### src/rtl/stego_lsb_extractor.sv
// stego_lsb_extractor: recovers message bytes from stego^cover pixel LSBs, packed LSB first.
// Optional XOR checksum of emitted bytes when STEGO_EXTRACT_CHECKSUM_EN is defined.
module stego_lsb_extractor #(
  parameter int MSG_LEN = 3
) (
  input  logic       clk,
  input  logic       HRESET,
  input  logic       start,
  input  logic       pix_valid,
  output logic       pix_ready,
  input  logic [7:0] stego_byte,
  input  logic [7:0] cover_byte,
  output logic       msg_valid,
  input  logic       msg_ready,
  output logic [7:0] msg_byte,
  output logic       busy,
  output logic       done,
  output logic [7:0] chk_byte
);
  localparam int TOT = MSG_LEN * 8;
  localparam int BW = $clog2(TOT + 1);
  localparam logic [BW-1:0] TOT_B = BW'(TOT);
  localparam logic [7:0] LEN_B = 8'(MSG_LEN);
  typedef enum logic [1:0] {IDLE, COLLECT, DONE} state_t;
  state_t state_q, state_d;
  logic [9:0] acc_q, acc_d;
  logic [3:0] acc_cnt_q, acc_cnt_d;
  logic [BW-1:0] bits_taken_q, bits_taken_d, rem;
  logic [7:0] bytes_out_q, bytes_out_d;
  logic [1:0] n;
  logic [2:0] dm;
  logic pix_fire, msg_fire;
  always_comb begin
    rem = TOT_B - bits_taken_q;
    n = (rem >= BW'(3)) ? 2'd3 : rem[1:0];
    dm = (stego_byte[2:0] ^ cover_byte[2:0]) & ((n == 2'd3) ? 3'b111 : (n == 2'd2) ? 3'b011 : (n == 2'd1) ? 3'b001 : 3'b000);
    pix_ready = (state_q == COLLECT) && (acc_cnt_q < 4'd8) && (bits_taken_q < TOT_B);
    msg_valid = (state_q == COLLECT) && (acc_cnt_q >= 4'd8);
    msg_byte = acc_q[7:0];
    busy = state_q == COLLECT;
    done = state_q == DONE;
    pix_fire = pix_valid && pix_ready;
    msg_fire = msg_valid && msg_ready;
    state_d = state_q;
    acc_d = acc_q;
    acc_cnt_d = acc_cnt_q;
    bits_taken_d = bits_taken_q;
    bytes_out_d = bytes_out_q;
    if (state_q == IDLE && start) begin
      acc_d = '0;
      acc_cnt_d = '0;
      bits_taken_d = '0;
      bytes_out_d = '0;
      state_d = COLLECT;
    end else if (state_q == COLLECT) begin
      if (pix_fire) begin
        acc_d = acc_q | (10'(dm) << acc_cnt_q);
        acc_cnt_d = acc_cnt_q + 4'(n);
        bits_taken_d = bits_taken_q + BW'(n);
      end else if (msg_fire) begin
        acc_d = {8'b0, acc_q[9:8]};
        acc_cnt_d = acc_cnt_q - 4'd8;
        bytes_out_d = bytes_out_q + 8'd1;
        state_d = (bytes_out_q + 8'd1 == LEN_B) ? DONE : COLLECT;
      end
    end else if (state_q == DONE) begin
      state_d = IDLE;
    end
  end
  always_ff @(posedge clk) begin
    if (HRESET) begin
      state_q <= IDLE;
      acc_q <= '0;
      acc_cnt_q <= '0;
      bits_taken_q <= '0;
      bytes_out_q <= '0;
    end else begin
      state_q <= state_d;
      acc_q <= acc_d;
      acc_cnt_q <= acc_cnt_d;
      bits_taken_q <= bits_taken_d;
      bytes_out_q <= bytes_out_d;
    end
  end
`ifdef STEGO_EXTRACT_CHECKSUM_EN
  logic [7:0] chk_q, chk_d;
  always_comb begin
    chk_d = chk_q;
    if (state_q == IDLE && start) chk_d = '0;
    else if (msg_fire) chk_d = chk_q ^ acc_q[7:0];
    chk_byte = chk_q;
  end
  always_ff @(posedge clk) begin
    if (HRESET) chk_q <= '0;
    else chk_q <= chk_d;
  end
`else
  assign chk_byte = 8'h00;
`endif
endmodule

### config.mk
export PLATFORM = sky130hd
export DESIGN_NAME = stego_lsb_extractor
export DESIGN_NICKNAME = d
export VERILOG_FILES = /design/src/rtl/stego_lsb_extractor.sv
export SDC_FILE = /design/constraint.sdc
export NUM_CORES = 1
export LEC_CHECK = 0
export ABC_AREA = 1
export BUFFER_PORTS_ARGS = -buffer_cell sky130_fd_sc_hd__buf_4
export CAP_MARGIN = 10
export CORE_ASPECT_RATIO = 2
export CORE_MARGIN = 2
export CORE_UTILIZATION = 40
export DETAILED_ROUTE_END_ITERATION = 6
export PLACE_DENSITY = 0.65
export SYNTH_ARGS = -nofsm -noshare
export SYNTH_HDL_FRONTEND = slang
export SYNTH_SLANG_ARGS = --single-unit
### constraint.sdc
create_clock -name clk -period 5.7 [get_ports clk]
set_input_delay 0.57 -clock clk [delete_from_list [all_inputs] [get_ports clk]]
set_output_delay 0.57 -clock clk [all_outputs]
set_load 0.01 [all_outputs]
Yosys cells after proc, flatten, opt, wreduce, memory -nomap -nowiden

Index checks and enable logic that the tools add are counted.

Register bits: 29
Bits of input ports: 21

Reduce and logical (&&, ||, !) cells: 16
Order comparisons: 4
Add/sub/neg operators: 5
Eq/ne operators: 10
Muxes and demuxes: 14
Shift operators: 1
Bitwise logic cells: 4

Operators by type and width:

| kind                | number |
|---|---|
| $mux 10             | 2 |
| $mux 2              | 7 |
| $or 10x10->10       | 1 |
| $shl 3x4->10        | 1 |
| $reduce_and 3->1    | 3 |
| $add 8x1->8 const B | 1 |
| $eq 8x2->1 const B  | 1 |
| $mux 4              | 2 |
| $eq 2x2->1 const B  | 3 |
| $logic_and 1x1->1   | 6 |
| $add 5x2->5         | 1 |
| $ge 5x2->1 const B  | 1 |
| $lt 5x5->1 const B  | 1 |
| $sub 5x5->5 const A | 1 |
| $add 4x2->4         | 1 |
| $eq 2x1->1 const B  | 2 |
| $ge 4x4->1 const B  | 1 |
| $lt 4x4->1 const B  | 1 |
| $reduce_and 2->1    | 2 |
| $reduce_bool 2->1   | 2 |
| $sub 4x4->4 const B | 1 |
| $and 3x3->3         | 1 |
| $mux 3              | 1 |
| $ne 3x1->1 const B  | 1 |
| other kinds (9)     | 10 |

Longest topological paths before layout

Depth in word-level cells: 11
Gate-level depth with buffers: 16

Worst setup path after synthesis

Ideal clock, no wire load.

Path type: flip-flop to flip-flop
Start point: register bits_taken_q[0]
End point: register acc_cnt_q[1]
Clock period less this slack: 2199 ps
Cell stages (with the launch flop): 13
Buffers on the path: 0
Arrival: 2130 ps
Library setup time: 70 ps
Required time: 5630 ps
Path slack: 3501 ps
Cells stage by stage: dfxtp_1 > inv_1 > ha_1 > a21oi_1 > nand2_2 > nor2_4 > nand2_4 > nor2_1 > inv_1 > ha_1 > inv_1 > fa_1 > a21oi_1

Word-level cells in the longest chain between the ends: 5

Ends and longest elaborated chain:

| item                                                    | RTL line | text |
|---|---|---|
| from (decl)                                             | 28       | `logic [BW-1:0] bits_taken_q, bits_taken_d, rem;` |
| from (signal assigned)                                  | 81       | `bits_taken_q <= bits_taken_d;` |
| $sub 5x5->5 / $lt 5x5->1 (equally long branches)        | 34, 37   |  |
| $ge 5x2->1 / $logic_and 1x1->1 (equally long branches)  | 35, 37   |  |
| $mux 2 / $logic_and 1x1->1 (equally long branches)      | 35, 42   |  |
| $add 4x2->4 / $reduce_bool 2->1 (equally long branches) | -        |  |
| $mux 4 / $reduce_and 2->1 (equally long branches)       | -        |  |
| to (signal assigned)                                    | 80       | `acc_cnt_q <= acc_cnt_d;` |
| to (decl)                                               | 27       | `logic [3:0] acc_cnt_q, acc_cnt_d;` |

Parallel ways exist; a longest one is shown, timed or not.
A chain may end at the register's enable or synchronous reset.

Worst setup path after layout

Start point: register state_q[0]
End point: register bytes_out_q[4]

Word-level cells in the longest chain between the ends: 6

Ends and longest elaborated chain:

| item                              | RTL line   | text |
|---|---|---|
| from (decl)                       | 25         | `state_t state_q, state_d;` |
| from (signal assigned)            | 78         | `state_q <= state_d;` |
| $eq 2x1->1                        | 37, 38, 55 |  |
| $logic_and 1x1->1 (2 in series)   | 37         | `pix_ready = (state_q == COLLECT) && (acc_cnt_q < 4'd8) && (bits_taken_q < TOT_B);` |
| $logic_and 1x1->1                 | 42         | `pix_fire = pix_valid && pix_ready;` |
| $not 1->1 (no source line)        | -          |  |
| $reduce_and 3->1 (no source line) | -          |  |
| to (signal assigned)              | 82         | `bytes_out_q <= bytes_out_d;` |
| to (decl)                         | 29         | `logic [7:0] bytes_out_q, bytes_out_d;` |

Parallel ways exist; a longest one is shown, timed or not.

==> results.json <==
{
  "start_kind": "flip-flop",
  "syn-cell-area_mm2": 0.001886,
  "nets": 303,
  "end_kind": "flip-flop",
  "hold_buffers": 0,
  "cts.clk_slew.worst_paths_ns": 0.06,
  "cp_max_fo": 16,
  "wl_met2_mm": 2.265,
  "slew_headroom_pct": 31.24,
  "r2r_start": "state_q[0]$_SDFFE_PP0P_",
  "drt-initial-drc-count": 26,
  "synth_enable_flop_cells": 0,
  "die_y_um": 101.1,
  "syn_to_final_growth_pct": 10.35,
  "fin_crit_sh_pct": 43.63,
  "maxClockFrequency_mhz": 402.1,
  "synth.area.mux_share_pct": 0,
  "drtPass1Iterations": 4,
  "antenna_found_initial": 0,
  "synthCells": 257,
  "root_buffer": "clkbuf_8",
  "grt_max_degree": 20,
  "synth_compound_area_share_pct": 14.66,
  "skew_ns": 0.008275,
  "timing.rr.end": "bytes_out_q[4]$_SDFFE_PP0P_",
  "setup-tns-final_ns": 0,
  "grt_overflow": 0,
  "leakage_nw": 0.8826,
  "mostFrequentLayoutCells": "nand2_1 (39), inv_1 (37), dfxtp_1 (29)",
  "clockBufferDepth": 2,
  "routed.top_layer": "met4",
  "synth-seq-cells": 29,
  "cts_max_level": 2,
  "grt.total_usage_pct": 16.62,
  "finalWirelength_mm": 3.813,
  "die_w_um": 52.55,
  "hp-start": "HRESET",
  "finalCriticalPeriod_ns": 2.487,
  "cts_made_buffers": 5,
  "ys_seq_area_share_pct": 30.79,
  "tritoncts": "built",
  "routed_via_density": 4.865,
  "clock_latency_ns": 0.29,
  "synth_top_family_by_area": "simple AND/OR/NAND/NOR gates",
  "rows": 35,
  "worstPathArrival_ns": 2.68,
  "cts_resized": 0,
  "num_antenna_cells": 0,
  "drive_above_1_share_pct": 20.59,
  "grt_pass1_vias": 1558,
  "cts_sinks": 29,
  "io-pin-count": 41,
  "via_count": 1591,
  "finalHoldViolCount": 0,
  "drc": 0,
  "wl_per_cell_um": 11.66,
  "hp-class": "in -> reg",
  "powerDensity_mw_per_mm2": 219.1,
  "antenna_left": 0,
  "reg2regPathDepth": 7,
  "outcome": "finished clean",
  "met1_length_mm": 1.347,
  "grt_first_pass_wirelength_mm": 6.548,
  "required_ns": 5.89,
  "dr_wl_met3_um": 121,
  "worstMarginPinSlew_ns": 1.028,
  "synth_fa_ha_area_share_pct": 7.034,
  "gp_congestion": 0.7280,
  "synth_cell_types": 32,
  "synth_xor_area_share_pct": 5.109,
  "min_delay_worst_endpoint": "state_q[0]$_SDFFE_PP0P_",
  "final_common_cell": "nand2_1",
  "ff2ff_setup_slack_ns": 3.21,
  "start_util_pct": 41.40,
  "postCtsSetupRepairBufs": 0,
  "rsz0062_at_grt": "false",
  "final_util_pct": 45.69,
  "hpwlAfterDp_mm": 2.992,
  "drv_cap": 0,
  "ys_warn_count": 0,
  "synth-main-ff-cell": "dfxtp_1",
  "path_class": "reg -> reg",
  "synthSimpleGateAreaFrac_pct": 26.01,
  "min_path_cells": 2,
  "async_flop_share_pct": 0,
  "port_buffers": 22,
  "setup_viol": 0,
  "die_area_mm2": 0.005313,
  "core_area_mm2": 0.004554,
  "slew_viol_final": 0,
  "vdd_drop_max_mv": 0.1858,
  "avgSynthCellArea_um2": 7.337
}
[state kept, by name, indices dropped and copies added (netlist names)]
signal,flops
bytes_out_q,8
state_q,2
bits_taken_q,5
acc_cnt_q,4
acc_q,10
[cells in the mapped netlist (2+ instances only)]
| cell type | count | area share (%) |
|---|---|---|
| o21ai_0 | 17 | 4.5 |
| nand4_1 | 3 | 1.0 |
| xor2_1 | 10 | 4.6 |
| ha_1 | 9 | 6.0 |
| nor2_2 | 3 | 1.0 |
| nor2_1 | 16 | 3.2 |
| nand2_2 | 2 | 0.66 |
| nor2_4 | 2 | 1.2 |
| inv_1 | 37 | 7.4 |
| o21ai_2 | 2 | 0.93 |
| nor3_1 | 3 | 0.80 |
| nand3_1 | 17 | 4.5 |
| nand3_2 | 6 | 3.2 |
| a21oi_2 | 4 | 1.9 |
| o211ai_1 | 2 | 0.80 |
| dfxtp_1 | 29 | 31 |
| buf_2 | 2 | 0.53 |
| nand2_1 | 39 | 7.8 |
| a21oi_1 | 21 | 5.6 |
| inv_2 | 4 | 0.80 |
| buf_4 | 17 | 6.8 |
| nand2_4 | 2 | 1.2 |
[power by group]
part / switching [mW] / leakage, nW / internal [mW]
Clock: 0.0780 / 0.0443 / 0.0956
Sequential: 0.00518 / 0.234 / 0.208
Combinational: 0.0442 / 0.604 / 0.0251
Total: 0.127 / 0.883 / 0.329
[worst max-delay path by stage]
stage / startpoint / to / slack, ns
after floorplan: bits_taken_q[0]$_SDFFE_PP0P_ / acc_cnt_q[1]$_SDFFE_PP0P_ / 3.50
after global placement: start / bytes_out_q[4]$_SDFFE_PP0P_ / 3.09
after detailed placement: start / bytes_out_q[4]$_SDFFE_PP0P_ / 3.13
after CTS: state_q[0]$_SDFFE_PP0P_ / bytes_out_q[5]$_SDFFE_PP0P_ / 3.19
after global routing: state_q[1]$_SDFFE_PP0P_ / bytes_out_q[4]$_SDFFE_PP0P_ / 2.89
final: state_q[0]$_SDFFE_PP0P_ / bytes_out_q[4]$_SDFFE_PP0P_ / 3.21
[area by class of cell]
| class | count | area (um^2) |
|---|---|---|
| Multi-Input combinational cell | 173 | 1026 |
| Timing Repair Buffer | 22 | 165.2 |
| Clock buffer | 7 | 86.33 |
| Sequential cell | 29 | 580.6 |
| Inverter | 41 | 153.9 |
| Tap cell | 55 | 68.82 |
| Fill cell | 504 | 2474 |
[logic make-up after synthesis]
logic type / Yosys count
AOI/OAI and AO/OA: 48
xor gates and xnor gates: 11
adders and majority gates: 10
buffers and inverters: 62
DFF: 29
other: 1
and+or+nand+nor: 96
[per-stage QoR]
stage                     cells  cell area (um^2)  worst slack (ns)  power (mW)  hold WS, ns
after floorplan             264              1912             3.501      0.2725       0.4304
after global placement      320              1994             3.088      0.2864       0.4373
after detailed placement    320              1994             3.125      0.2874       0.4409
after CTS                   327              2081             3.189      0.4604       0.4421
after global routing        327              2081             2.889      0.4802       0.4496
final                       327              2081             3.213      0.4559       0.4441
[critical path, cell delays in order, from the launching register on]
cell     delay (ns)
dfxtp_1        0.35
inv_1          0.07
ha_1           0.19
nand2_1        0.05
inv_1          0.04
nor2_1         0.77
nand2_1        0.60
o21ai_0        0.32
[routing by layer]
metal  vias to the layer above  GRT usage, %
met2                        28         33.85
li1                        831             -
met3                         6         4.006
met4                         0         7.101
met1                       726         13.79
met5                         -             0
Note: power is estimated with default switching activity, not from simulation.
